--- src/rtl/ram_access_ctrl.sv ---
// ram_access_ctrl: single-outstanding command front-end for a small register RAM.
// Sequences the RAM pins for READ/WRITE/CLEAR and returns data plus an error flag.
module ram_access_ctrl #(
  parameter int DEPTH = 4,
  parameter int AW    = 8,
  parameter int DW    = 8
) (
  input  logic          clk,
  input  logic          rst,
  input  logic          req_valid,
  output logic          req_ready,
  input  logic [1:0]    req_op,
  input  logic [AW-1:0] req_addr,
  input  logic [DW-1:0] req_wdata,
  output logic          resp_valid,
  input  logic          resp_ready,
  output logic [DW-1:0] resp_data,
  output logic          resp_err,
  output logic          busy,
  output logic          mem_cs,
  output logic          mem_rw,
  output logic [AW-1:0] mem_addr,
  output logic [DW-1:0] mem_wdata,
  input  logic [DW-1:0] mem_rdata
);

  localparam logic [1:0] S_IDLE   = 2'd0;
  localparam logic [1:0] S_ACCESS = 2'd1;
  localparam logic [1:0] S_CLEAR  = 2'd2;
  localparam logic [1:0] S_RESP   = 2'd3;

  localparam logic [1:0] OP_READ  = 2'b00;
  localparam logic [1:0] OP_WRITE = 2'b01;
  localparam logic [1:0] OP_CLEAR = 2'b10;

  localparam logic [AW-1:0] LAST_ADDR = AW'(DEPTH - 1);

  logic [1:0]    r_state;
  logic [AW-1:0] r_cnt;
  logic          r_mem_cs;
  logic          r_mem_rw;
  logic [AW-1:0] r_mem_addr;
  logic [DW-1:0] r_mem_wdata;
  logic [DW-1:0] r_resp_data;
  logic          r_resp_err;

  logic w_addr_ok;
  logic w_rw_op;

  assign w_addr_ok = (req_addr <= LAST_ADDR);
  assign w_rw_op   = (req_op == OP_READ) || (req_op == OP_WRITE);

  assign req_ready  = (r_state == S_IDLE);
  assign busy       = (r_state != S_IDLE);
  assign resp_valid = (r_state == S_RESP);
  assign resp_data  = r_resp_data;
  assign resp_err   = r_resp_err;
  assign mem_cs     = r_mem_cs;
  assign mem_rw     = r_mem_rw;
  assign mem_addr   = r_mem_addr;
  assign mem_wdata  = r_mem_wdata;

  always_ff @(posedge clk or posedge rst) begin
    if (rst) begin
      r_state     <= S_IDLE;
      r_cnt       <= '0;
      r_mem_cs    <= 1'b0;
      r_mem_rw    <= 1'b0;
      r_mem_addr  <= '0;
      r_mem_wdata <= '0;
      r_resp_data <= '0;
      r_resp_err  <= 1'b0;
    end else begin
      case (r_state)
        S_IDLE: begin
          if (req_valid) begin
            if (w_rw_op && w_addr_ok) begin
              r_mem_addr  <= req_addr;
              r_mem_wdata <= (req_op == OP_WRITE) ? req_wdata : '0;
              r_mem_rw    <= (req_op == OP_WRITE);
              r_mem_cs    <= 1'b1;
              r_state     <= S_ACCESS;
            end else if (req_op == OP_CLEAR) begin
              r_mem_addr  <= '0;
              r_mem_wdata <= '0;
              r_mem_rw    <= 1'b1;
              r_mem_cs    <= 1'b1;
              r_cnt       <= '0;
              r_state     <= S_CLEAR;
            end else begin
              // Bad address or reserved op: answer immediately, RAM untouched.
              r_resp_err  <= 1'b1;
              r_resp_data <= '0;
              r_state     <= S_RESP;
            end
          end
        end
        S_ACCESS: begin
          r_resp_data <= r_mem_rw ? '0 : mem_rdata;
          r_resp_err  <= 1'b0;
          r_mem_cs    <= 1'b0;
          r_mem_rw    <= 1'b0;
          r_state     <= S_RESP;
        end
        S_CLEAR: begin
          if (r_cnt == LAST_ADDR) begin
            r_mem_cs    <= 1'b0;
            r_mem_rw    <= 1'b0;
            r_resp_data <= '0;
            r_resp_err  <= 1'b0;
            r_state     <= S_RESP;
          end else begin
            r_cnt      <= r_cnt + 1'b1;
            r_mem_addr <= r_cnt + 1'b1;
          end
        end
        S_RESP: begin
          if (resp_ready) begin
            r_resp_data <= '0;
            r_resp_err  <= 1'b0;
            r_state     <= S_IDLE;
          end
        end
        default: r_state <= S_IDLE;
      endcase
    end
  end

endmodule

--- config.mk ---
export PLATFORM = sky130hd
export DESIGN_NAME = ram_access_ctrl
export DESIGN_NICKNAME = d
export VERILOG_FILES = /design/src/rtl/ram_access_ctrl.sv
export SDC_FILE = /design/constraint.sdc
export NUM_CORES = 1
export LEC_CHECK = 0
export ABC_CLOCK_PERIOD_IN_PS = 4100
export CAP_MARGIN = 0
export CORE_UTILIZATION = 25
export DETAILED_ROUTE_END_ITERATION = 6
export PLACE_DENSITY = 0.53
export SKIP_LAST_GASP = 1
export SLEW_MARGIN = 20
export SYNTH_ARGS = -nofsm -noshare
export SYNTH_HDL_FRONTEND = slang
export SYNTH_SLANG_ARGS = --single-unit
--- constraint.sdc ---
create_clock -name clk -period 4.1 [get_ports clk]
set_clock_uncertainty 0.1 [all_clocks]
set_input_delay 0.82 -clock clk [delete_from_list [all_inputs] [get_ports clk]]
set_output_delay 0.82 -clock clk [all_outputs]
set_load 0.02 [all_outputs]
## Word-level counts from Yosys, hierarchy flattened

Index checks and enable logic that the tools add are counted.

| word-level totals | value |
|---|---|
| register bits | 37 |
| input port bits | 30 |
| output and inout port bits | 30 |

| cells by class | value |
|---|---|
| $add $sub $neg | 1 |
| magnitude comparators | 1 |
| equal/unequal tests | 14 |
| muxes and demuxes | 36 |
| reduce and logical (&&, ||, !) cells | 14 |

Operators with widths:

| kind | number |
|---|---|
| 8-bit 2-to-1 mux | 14 |
| 8-bit case mux with 2 select lines | 2 |
| 8-bit case mux with 4 select lines | 1 |
| 1-bit 2-to-1 mux | 11 |
| 2-bit inequality test (second input constant) | 5 |
| 5-bit AND reduction | 2 |
| 8-bit by 1-bit adder with 8-bit output (second input constant) | 1 |
| 8-bit by 2-bit equality test with 1-bit output (second input constant) | 1 |
| 8-bit by 2-bit <= comparator with 1-bit output (second input constant) | 1 |
| 2-bit 2-to-1 mux | 4 |
| 2-bit case mux with 4 select lines | 1 |
| 4-bit AND reduction | 2 |
| 2-bit equality test (second input constant) | 3 |
| 1-bit case mux with 3 select lines | 2 |
| 3-bit AND reduction | 2 |
| 2-bit nonzero test | 3 |
| 2-bit by 1-bit equality test with 1-bit output (second input constant) | 2 |
| 2-bit zero test | 2 |
| 2-bit by 1-bit inequality test with 1-bit output (second input constant) | 2 |
| 1-bit case mux with 4 select lines | 1 |
| 3-bit by 1-bit inequality test with 1-bit output (second input constant) | 1 |
| 3-bit nonzero test | 1 |
| 1-bit logical AND | 1 |
| 1-bit logical OR | 1 |

## Longest topological paths before layout

| depth | value |
|---|---|
| depth after elaboration | 6 |
| depth in mapped cells | 8 |
| mapped depth without buffers | 6 |

## Least setup slack after synthesis

OpenSTA, ideal clock, no wires.

| timing path | value |
|---|---|
| path kind | reg2reg |
| start point | register r_state[0] |
| end point | register r_cnt[4] |
| setup time | 125 ps |
| data arrival time | 2096 ps |
| required time | 3875 ps |
| slack | 1779 ps |
| cell stages (with the launch flop) | 9 |
| path buffers | 2 |
| path through | dfrtp_1 inv_1 ha_1 buf_2 nand2_1 a2bb2oi_1 and2_1 buf_2 mux2_2 |

| on the way | value |
|---|---|
| word-level cells in the longest chain between the ends | 3 |
| elaborated cells on any way between the ends | 9 |
| classes of those cells | 5 x eq/ne; 1 x mux; 3 x reduce/logical |

RTL lines:

| item | line | RTL |
|---|---|---|
| from (decl) | 38 | `logic [1:0] r_state;` |
| from (signal assigned) | 65 | `r_state <= S_IDLE;` |
| from (signal assigned) | 82 | `r_state <= S_ACCESS;` |
| from (signal assigned) | 89 | `r_state <= S_CLEAR;` |
| 2-bit zero test (*) | - |  |
| named net req_ready | 11 | `output logic req_ready,` |
| 2-bit by 1-bit inequality test with 1-bit output (no line), or another cell as far along | - |  |
| 5-bit AND reduction (no line) | - |  |
| to (signal assigned) | 113 | `r_cnt <= r_cnt + 1'b1;` |
| to (decl) | 39 | `logic [AW-1:0] r_cnt;` |

The timed path passes the listed nets; every way through them passes the cells marked *.
A chain may end at the register's enable or synchronous reset.

## Final worst setup path

| timing path | value |
|---|---|
| start point | register r_state[0] |
| end point | output req_ready |

| on the way | value |
|---|---|
| word-level cells in the longest chain between the ends | 1 |

RTL lines:

| item | line | RTL |
|---|---|---|
| 2-bit zero test | 53 | `assign req_ready = (r_state == S_IDLE);` |
| to (decl) | 11 |  |

No other way between the ends.

==> results.yml <==
status:
  status: "finished, final reports clean"
finish:
  area_delta_synth_final_pct: 39.9
  fillCellCount: 758
  drive_gt1_share_pct: 10.4
  regArea_um2: 926
  diodes: 0
  final_cells: 350
  multi_input_area_um2: 887
  nets: 286
  final_util_pct: 36.9
logic_synthesis:
  postSynthAreaPerCell_um2: 10.3
  synth_edf_count: 0
  async_flop_share_pct: 100
  synth_xor_area_share_pct: 0.451
  synth_compound_area_share_pct: 14.9
  ys_seq_area_share_pct: 47.6
  synthesis.nets: 225
  synth_cells: 189
  synth_mux_area_share_pct: 13.8
  synth_top_area_share_pct: 47.6
  mappedNetlistArea_um2: 1940
  synthAdderAreaFrac_pct: 3.86
  netlist_top_cells_area: "dfrtp_1, mux2_2, mux2i_1"
  synth_top_family_by_area: "compound AO/OA/AOI/OAI gates"
  synthTopCellsByCount: "dfrtp_1, inv_1, nand2_1, o21ai_0, mux2_2"
  synth-simple-area-share_pct: 12.6
  yosysMostFrequentCell: "dfrtp_1"
  ys_ff_latch: 37
  yosys_warnings: 0
  synth_top_area_cell: "dfrtp_1"
  synth_ff_type: "dfrtp_1"
  ys_types: 43
cts:
  cts_root_buf: "clkbuf_8"
  cts_tree: "done"
  numCtsBuffers: 5
  cts_resized: 0
  clk-insertion-delay-late_ps: 280
  cts_hold_buf: 0
  cts.sinks: 37
  ctsHtreeMaxLevel: 2
  post_cts_buffers: 0
  cts_buffer_depth: 2
  clk_pin_slew_ps: 80
sta:
  max_freq_ghz: 0.361
  rsz0062_at_grt: "false"
  fin_crit_sh_pct: 67.6
  finalSetupTns_ps: 0
  worstMarginPinSlew_ps: 606
  final_hold_viol_count: 0
  period_minus_slack_ps: 2770
  slew_headroom_pct: 59.5
  drv_slew: 0
  setup_violations: 0
place:
  hpwl_mm: 3.25
  dp.cells: 342
  gp_congestion: 0.691
  io_buffers: 59
critical_path:
  path_cells: "inv_1 -> ha_1 -> clkdlybuf4s50_1"
  cp_max_fo: 10
  r2r_end: "r_cnt[7]"
  crit_path_end_kind: "primary output"
  r2r_cells: 6
  max_stage_delay_ps: 670
  cpMaxStageDelayCell: "clkdlybuf4s50_1"
  worstPathRequired_ps: 3180
  r2r-start: "r_state[0]"
  start_kind: "flip-flop"
  worstSetupPathType: "reg -> out"
  ff2ff_setup_slack_ps: 1470
  cp_data_arrival_time_ps: 1850
detailed_routing:
  vias_per_cell: 4.52
  drtIter0Drc: 76
  wl_per_cell_um: 12.8
  routed_wl_mm: 4.48
  dr.pass1.iters: 4
  ant_nets: 0
  via_count: 1581
  drc: 0
grt:
  antenna_found_initial: 0
  grt_max_degree: 38
  grt.total_usage_pct: 11.4
  grt_pass1_vias: 1576
  grt_pass1_wl_mm: 7.51
  grt_overflow_total: 0
floorplanning:
  die-width_um: 90.2
  core_region_area_um2: 7370
  die_y_um: 90.2
  num_io_pins: 60
  die-area_um2: 8130
  rows: 31
  initial_core_util_pct: 26.4
pwr:
  vdd_ir_drop_max_uv: 168
  p_per_area_nw_per_um2: 544
  leakage_nw: 1.17
run:
  maxCapViolations: 0
worst_hold_path:
  min_path_cells: 1
  min_from: "mem_addr[6]"
  hp-class: "reg -> reg"
  holdPathEnd: "mem_addr[6]"
## state kept, by name, indices dropped and copies added, names as in the netlist
register and flops:
mem_rw 1, r_state 2, resp_err 1, mem_addr 8
mem_cs 1, resp_data 8, r_cnt 8, mem_wdata 8
## report_power, final
group	internal, W	switching (W)
clock	0.000118	0.000129
sequential	0.000436	0.0000527
combinational	0.000344	0.000399
## metrics by stage
step                power, W  instance area [um^2]  hold WS, ps  worst slack (ps)
floorplan           0.000999                  1940          393              1780
global placement     0.00124                  2640          393              1190
detailed placement   0.00125                  2640          393              1120
CTS                  0.00150                  2720          410              1290
global route         0.00158                  2720          424              1230
finish               0.00148                  2720          409              1330
## placed cells by master, fill, tap and decap left out, types with 2 or more instances in the layout
cell             instances
a21oi_1                  4
and2_1                   3
clkbuf_8                 5
clkdlybuf4s50_1         59
clkinv_2                 2
dfrtp_1                 37
ha_1                     6
inv_1                   26
mux2_2                  13
mux2i_1                 11
nand2_1                 17
nand2b_1                 4
nand3_1                  5
nand4_1                  2
nor2_1                   3
nor2b_1                  2
o211ai_1                 2
o21ai_0                 15
o31ai_1                  8
o32ai_1                  2
or3_1                    2
## final cells by class
cell class                 count  share of cell area, %
clock inverter                 2                  0.368
timing repair buffer          60                   22.0
inverter                      27                   3.73
sequential                    37                   34.1
multi-input combinational    119                   32.6
tap                           99                   4.56
clock buffer                   6                   2.67
## critical path: cells and delay by family, from the launching register on
kind,cells,cell delay (ps)
buf+inv,2,770
flops,1,430
fa+ha+maj,1,360
## per-layer routing
layer | GRT usage (%) | part of all wire, % | wire length [um]
met5 | 0 | 0 | 0
met4 | 2.82 | 0.65 | 29
met3 | 3.64 | 5.7 | 254
met2 | 17.4 | 45 | 2030
met1 | 15.6 | 48 | 2170
## worst max path at each step
stage,cells past startpoint,from,end
floorplan,8,r_state[0],r_cnt[4]
global placement,5,req_op[0],resp_data[5]
detailed placement,5,req_addr[7],mem_wdata[7]
CTS,3,r_state[1],req_ready
global route,3,r_state[1],req_ready
finish,3,r_state[0],req_ready
## logic make-up (layout without fill, tap and decap cells)
family                   Yosys count  count (layout)
buffers and inverters             33              95
flip-flops                        37              37
multiplexers                      25              25
AND/OR/NAND/NOR                   45              45
XOR/XNOR                           1               1
adder cells (fa/ha/maj)            6               6
AO/OA/AOI/OAI                     42              42
No activity file was read; power rests on OpenSTA's default activity.
